[config.mk]
export PLATFORM = sky130hd
export DESIGN_NAME = rail_pwr_sequencer
export DESIGN_NICKNAME = d
export VERILOG_FILES = /design/src/rtl/rail_pwr_sequencer.sv
export SDC_FILE = /design/constraint.sdc
export NUM_CORES = 1
export LEC_CHECK = 0
export ABC_CLOCK_PERIOD_IN_PS = 2550
export CAP_MARGIN = 25
export CORE_ASPECT_RATIO = 0.75
export CORE_UTILIZATION = 55
export DETAILED_ROUTE_END_ITERATION = 10
export PLACE_DENSITY = 0.79
export SYNTH_ARGS = -nofsm -noshare
export SYNTH_HDL_FRONTEND = slang
export SYNTH_SLANG_ARGS = --single-unit
[constraint.sdc]
create_clock -name clk -period 2.55 [get_ports clk]
set_clock_uncertainty 0.15 [all_clocks]
set_input_delay 0.51 -clock clk [delete_from_list [all_inputs] [get_ports clk]]
set_output_delay 0.51 -clock clk [all_outputs]
set_load 0.005 [all_outputs]
[src/rtl/rail_pwr_sequencer.sv]
// Shared-rail power sequencer: grants block power switches one ramp at a time, caps
// concurrently powered blocks, and holds a discharge settle period after power-down.
// Optional macro PG_CHECK_EN: power-good check at end of ramp and while ON, with sticky fault.
module rail_pwr_sequencer #(
    parameter int NUM_BLK     = 3,
    parameter int RAMP_CYCLES = 16,
    parameter int OFF_CYCLES  = 8,
    parameter int MAX_ON      = 2
) (
    input  logic                           clk,
    input  logic                           rst,
    input  logic [NUM_BLK-1:0]             req,
    input  logic [NUM_BLK-1:0]             pg_in,
    output logic [NUM_BLK-1:0]             sw_en,
    output logic [NUM_BLK-1:0]             pwr_ok,
    output logic [NUM_BLK-1:0]             fault,
    output logic                           busy,
    output logic [$clog2(NUM_BLK+1)-1:0]   on_cnt
);

    localparam int CW = $clog2(NUM_BLK + 1);
    localparam int PW = (NUM_BLK > 1) ? $clog2(NUM_BLK) : 1;
    localparam int RW = $clog2(RAMP_CYCLES);
    localparam int DW = (OFF_CYCLES > 1) ? $clog2(OFF_CYCLES) : 1;

    localparam logic [CW-1:0] MAX_ON_C  = CW'(MAX_ON);
    localparam logic [RW-1:0] RAMP_LOAD = RW'(RAMP_CYCLES - 1);
    localparam logic [DW-1:0] DRN_LOAD  = DW'(OFF_CYCLES - 1);
    localparam logic [PW-1:0] PTR_RST   = PW'(NUM_BLK - 1);

    typedef enum logic [2:0] {
        S_OFF,
        S_WAIT,
        S_RAMP,
        S_ON,
        S_DRAIN,
        S_FAULT
    } state_e;

    state_e             st_q  [NUM_BLK];
    state_e             st_d  [NUM_BLK];
    logic [DW-1:0]      drn_q [NUM_BLK];
    logic [DW-1:0]      drn_d [NUM_BLK];
    logic [RW-1:0]      ramp_q, ramp_d;
    logic [PW-1:0]      ptr_q, ptr_d;
    logic [NUM_BLK-1:0] sw_en_q, sw_en_d;
    logic [NUM_BLK-1:0] pwr_ok_q, pwr_ok_d;
    logic [NUM_BLK-1:0] fault_q, fault_d;
    logic               busy_q, busy_d;
    logic [CW-1:0]      on_cnt_q, on_cnt_d;

    logic [NUM_BLK-1:0] cand;
    logic [NUM_BLK-1:0] gnt;
    logic               slot_free;
    logic               found;

`ifndef PG_CHECK_EN
    logic unused_pg;
    assign unused_pg = ^pg_in;
`endif

    // Registered busy/on_cnt mirror the current state, so the slot check sees last cycle's state.
    always_comb begin
        cand      = '0;
        gnt       = '0;
        found     = 1'b0;
        ptr_d     = ptr_q;
        slot_free = !busy_q && (on_cnt_q < MAX_ON_C);
        for (int i = 0; i < NUM_BLK; i++) begin
            cand[i] = (st_q[i] == S_WAIT) && req[i];
        end
        if (slot_free) begin
            for (int i = 0; i < NUM_BLK; i++) begin
                if (!found && cand[i] && (i > int'(ptr_q))) begin
                    found  = 1'b1;
                    gnt[i] = 1'b1;
                    ptr_d  = PW'(i);
                end
            end
            for (int i = 0; i < NUM_BLK; i++) begin
                if (!found && cand[i]) begin
                    found  = 1'b1;
                    gnt[i] = 1'b1;
                    ptr_d  = PW'(i);
                end
            end
        end
    end

    always_comb begin
        for (int i = 0; i < NUM_BLK; i++) begin
            st_d[i]  = st_q[i];
            drn_d[i] = drn_q[i];
            case (st_q[i])
                S_OFF: begin
                    if (req[i]) st_d[i] = S_WAIT;
                end
                S_WAIT: begin
                    if (!req[i])     st_d[i] = S_OFF;
                    else if (gnt[i]) st_d[i] = S_RAMP;
                end
                S_RAMP: begin
                    if (!req[i]) begin
                        st_d[i]  = S_DRAIN;
                        drn_d[i] = DRN_LOAD;
                    end else if (ramp_q == '0) begin
`ifdef PG_CHECK_EN
                        st_d[i] = pg_in[i] ? S_ON : S_FAULT;
`else
                        st_d[i] = S_ON;
`endif
                    end
                end
                S_ON: begin
                    if (!req[i]) begin
                        st_d[i]  = S_DRAIN;
                        drn_d[i] = DRN_LOAD;
                    end
`ifdef PG_CHECK_EN
                    else if (!pg_in[i]) begin
                        st_d[i] = S_FAULT;
                    end
`endif
                end
                S_DRAIN: begin
                    if (drn_q[i] == '0) st_d[i]  = S_OFF;
                    else                drn_d[i] = drn_q[i] - DW'(1);
                end
                S_FAULT: begin
                    if (!req[i]) st_d[i] = S_OFF;
                end
                default: st_d[i] = S_OFF;
            endcase
        end
    end

    // One shared ramp counter suffices because at most one block ramps at a time.
    always_comb begin
        ramp_d = ramp_q;
        if (|gnt)               ramp_d = RAMP_LOAD;
        else if (ramp_q != '0)  ramp_d = ramp_q - RW'(1);
    end

    always_comb begin
        sw_en_d  = '0;
        pwr_ok_d = '0;
        fault_d  = '0;
        busy_d   = 1'b0;
        on_cnt_d = '0;
        for (int i = 0; i < NUM_BLK; i++) begin
            sw_en_d[i]  = (st_d[i] == S_RAMP) || (st_d[i] == S_ON);
            pwr_ok_d[i] = (st_d[i] == S_ON);
`ifdef PG_CHECK_EN
            fault_d[i]  = (st_d[i] == S_FAULT);
`endif
            if (st_d[i] == S_RAMP) busy_d = 1'b1;
            if (sw_en_d[i])        on_cnt_d = on_cnt_d + CW'(1);
        end
    end

    always_ff @(posedge clk) begin
        if (rst) begin
            for (int i = 0; i < NUM_BLK; i++) begin
                st_q[i]  <= S_OFF;
                drn_q[i] <= '0;
            end
            ramp_q   <= '0;
            ptr_q    <= PTR_RST;
            sw_en_q  <= '0;
            pwr_ok_q <= '0;
            fault_q  <= '0;
            busy_q   <= 1'b0;
            on_cnt_q <= '0;
        end else begin
            for (int i = 0; i < NUM_BLK; i++) begin
                st_q[i]  <= st_d[i];
                drn_q[i] <= drn_d[i];
            end
            ramp_q   <= ramp_d;
            ptr_q    <= ptr_d;
            sw_en_q  <= sw_en_d;
            pwr_ok_q <= pwr_ok_d;
            fault_q  <= fault_d;
            busy_q   <= busy_d;
            on_cnt_q <= on_cnt_d;
        end
    end

    assign sw_en  = sw_en_q;
    assign pwr_ok = pwr_ok_q;
    assign fault  = fault_q;
    assign busy   = busy_q;
    assign on_cnt = on_cnt_q;

endmodule

==> flow_metrics.env, run 1 <==
export IMPL_vias_per_cell=5.74
export IMPL_period_needed_ps=2230
export IMPL_routedLengthMet1_um=1610
export IMPL_finalSetupTns_ps=0
export IMPL_reg2reg_depth=8
export IMPL_track_usage=0.243
export IMPL_cts_sinks=33
export IMPL_p_int_w=0.000968
export IMPL_worstSetupPathType="in2reg"
export IMPL_cp_max_fo=2
export IMPL_async_flop_share=0
export IMPL_worstHoldStart="drn_q[0][0]"
export IMPL_post_synth_main_area_contributors="dfxtp_1, ha_1, a21oi_1"
export IMPL_min_path_cells=1
export IMPL_cts_made_buffers=5
export IMPL_io_pins=20
export IMPL_cts_resized=0
export IMPL_synth_cell_types=48
export IMPL_syn_instance_count=183
export IMPL_p_clk_frac=0.286
export IMPL_area_growth_pct=18.6
export IMPL_dpl_cell_count=240
export IMPL_htreeDepth=2
export IMPL_p_sw_w=0.000422
export IMPL_irDropWorstVdd_mv=0.427
export IMPL_final_cell_mix="dfxtp_1, nor2_1, clkdlybuf4s50_1"
export IMPL_slowest_delay_ps=540
export IMPL_drtPass1Iterations=4
export IMPL_post_cts_setup_buffer_count=0
export IMPL_finalPower_w=0.00139
export IMPL_wl_um=3370
export IMPL_yosys_warnings=0
export IMPL_fmax_mhz=449
export IMPL_dieHeight_um=50.3
export IMPL_synth_edff_count=0
export IMPL_rr_endpoint="on_cnt[0]"
export IMPL_post_dp_hpwl_um=2400
export IMPL_place_ws_ps=46.7
export IMPL_vias=1417
export IMPL_tightest_slew_ps=512
export IMPL_post_synth_top_area_cell="dfxtp_1"
export IMPL_instances_no_fill=247
export IMPL_syn_area_per_cell_um2=9.34
export IMPL_power_frac_seq=0.453
export IMPL_min_to="drn_q[0][0]"
export IMPL_cts_tree="built"
export IMPL_grt_pass1_vias=1291
export IMPL_hp_class="reg2reg"
export IMPL_fin_crit_sh=0.873
export IMPL_power_density_nw_per_um2=686
export IMPL_cp_end_kind="flop"
export IMPL_r2r_start="st_q[0][7]"
export IMPL_cts_root_buffer="clkbuf_8"
export IMPL_routed_top_layer="met4"
export IMPL_required_ps=2570
export IMPL_cts_buffer_depth=2
export IMPL_ys_ff_latch=33
export IMPL_drc=0
export IMPL_wire_per_inst_um=13.6
export IMPL_critPathSlowestCell="clkdlybuf4s50_1"
export IMPL_worstSkewPairLatency_ps=290
export IMPL_fin_nets=225
export IMPL_yosysTopAreaCellShare=0.387
export IMPL_start_util=0.578
export IMPL_coreArea_um2=2960
export IMPL_rows=17
export IMPL_synth_area_um2=1710
export IMPL_setup_viol_count_final=0
export IMPL_yosysSeqAreaShare=0.387
export IMPL_drtAntennaViolNets=0
export IMPL_grt_max_degree=28
export IMPL_die_area_um2=3340
export IMPL_grt_setup_unrepaired="no"
export IMPL_pwr_share_comb=0.261
export IMPL_worst_slack_ps=323
export IMPL_slew_headroom=0.658
export IMPL_crit_chain="clkdlybuf4s50_1 > nand4bb_4 > o22ai_1 > nor2_1 > a21oi_2 > inv_1 > ha_1 > xnor2_1 > nor2_1"
export IMPL_switching_share=0.303
export IMPL_grt_overflow=0
export IMPL_grt_pass1_wl_um=5910
export IMPL_utilization=0.686
export IMPL_place_congestion=0.825
export IMPL_drive_above_1_share=0.153
export IMPL_synth_ff_type="dfxtp_1"
export IMPL_hold_viol=0
export IMPL_final_common_cell="dfxtp_1"
export IMPL_hold_buffers=0
export IMPL_status="completed"
export IMPL_rrSetupSlack_ps=410
export IMPL_numPortBuffers=13
export IMPL_grt_antenna_before_repair=0
export IMPL_leakagePower_nw=0.742
export IMPL_route_met3_wl_um=222
export IMPL_first_iter_violations=132
export IMPL_cp_arrival_ps=2250
export IMPL_start_kind="input pin"
export IMPL_clkTransAtPathRegs_ps=60
export IMPL_diodes=0
export IMPL_cap_violations=0
export IMPL_crit_top_cell="nor2_1"
export IMPL_die_width_um=66.4
export IMPL_met2WireLength_um=1490
export IMPL_slew_viol_final=0
==> sequential cells by signal, summed over array words and instances (netlist names) <==
| name | count |
|---|---|
| ptr_q | 2 |
| st_q | 9 |
| drn_q | 9 |
| busy | 1 |
| ramp_q | 4 |
| pwr_ok | 3 |
| on_cnt | 2 |
| sw_en | 3 |
==> worst max-delay path: cells and delay by family <==
family,cells,cell delay [ps]
adder cells (fa/ha/maj),1,290
XOR/XNOR,1,160
buffers and inverters,2,620
AND/OR/NAND/NOR,3,270
AO/OA/AOI/OAI,2,380
==> worst max path at each step <==
| stage | startpoint | end |
|---|---|---|
| final | req[0] | on_cnt[0] |
| after global routing | req[0] | on_cnt[0] |
| after global placement | req[2] | on_cnt[0] |
| after CTS | req[0] | on_cnt[0] |
| after floorplan | st_q[0][7] | on_cnt[0] |
| after detailed placement | req[0] | on_cnt[0] |
==> metrics by stage <==
step,instance area [um2],hold WS [ps]
after detailed placement,1940,317
after global routing,2030,356
after floorplan,1720,293
after global placement,1940,304
final,2030,329
after CTS,2030,330
==> area by class of cell <==
| class | instances | area [um2] |
|---|---|---|
| clock buffers | 7 | 86.3 |
| fillers | 220 | 930 |
| inverters | 12 | 45.0 |
| multi-input cells | 132 | 967 |
| flip-flops and latches | 33 | 661 |
| well taps | 38 | 47.5 |
| repair buffers | 25 | 220 |
==> synth_stat cells (all sizes together), types with 3 or more instances <==
master and instances:
dfxtp 33, a21oi 14, nor2 14, inv 12, nand2 11, nor3 11
a211oi 8, ha 8, buf 6, nor2b 6, a31oi 5, nand2b 4
nand3 4, xor2 4, nand4bb 3, nor3b 3, o21a 3
==> cells by family (layout without fill, tap and decap cells) <==
logic type,Yosys count,in the layout,synth area share
fa+ha+maj,8,8,0.0586
other cells,1,3,0.00219
simple gates,71,71,0.270
flops,33,33,0.387
buf+inv,20,44,0.0520
xor+xnor,6,6,0.0307
compound gates,44,44,0.200
==> power groups by stage <==
stage / sequential, W / combinational [W] / clock (W)
2_1_floorplan: 0.000628 / 0.000267 / 0
3_3_place_gp: 0.000636 / 0.000345 / 0
3_5_place_dp: 0.000641 / 0.000358 / 0
4_1_cts: 0.000630 / 0.000362 / 0.000410
5_1_grt: 0.000638 / 0.000414 / 0.000430
6_report: 0.000630 / 0.000363 / 0.000397
==> per-layer routing <==
layer	global-route usage	up-vias
met2	0.361	44
li1	-	704
met4	0.0851	0
met1	0.324	664
met5	0	-
met3	0.0886	5
No activity file was read; power rests on OpenSTA's default activity.
==> run 2: changes to the inputs <==
GPL_ROUTABILITY_DRIVEN = 0   (was default)
==> results of run 2 <==
The final DEF is identical to that of run 1; final timing and power are the same.
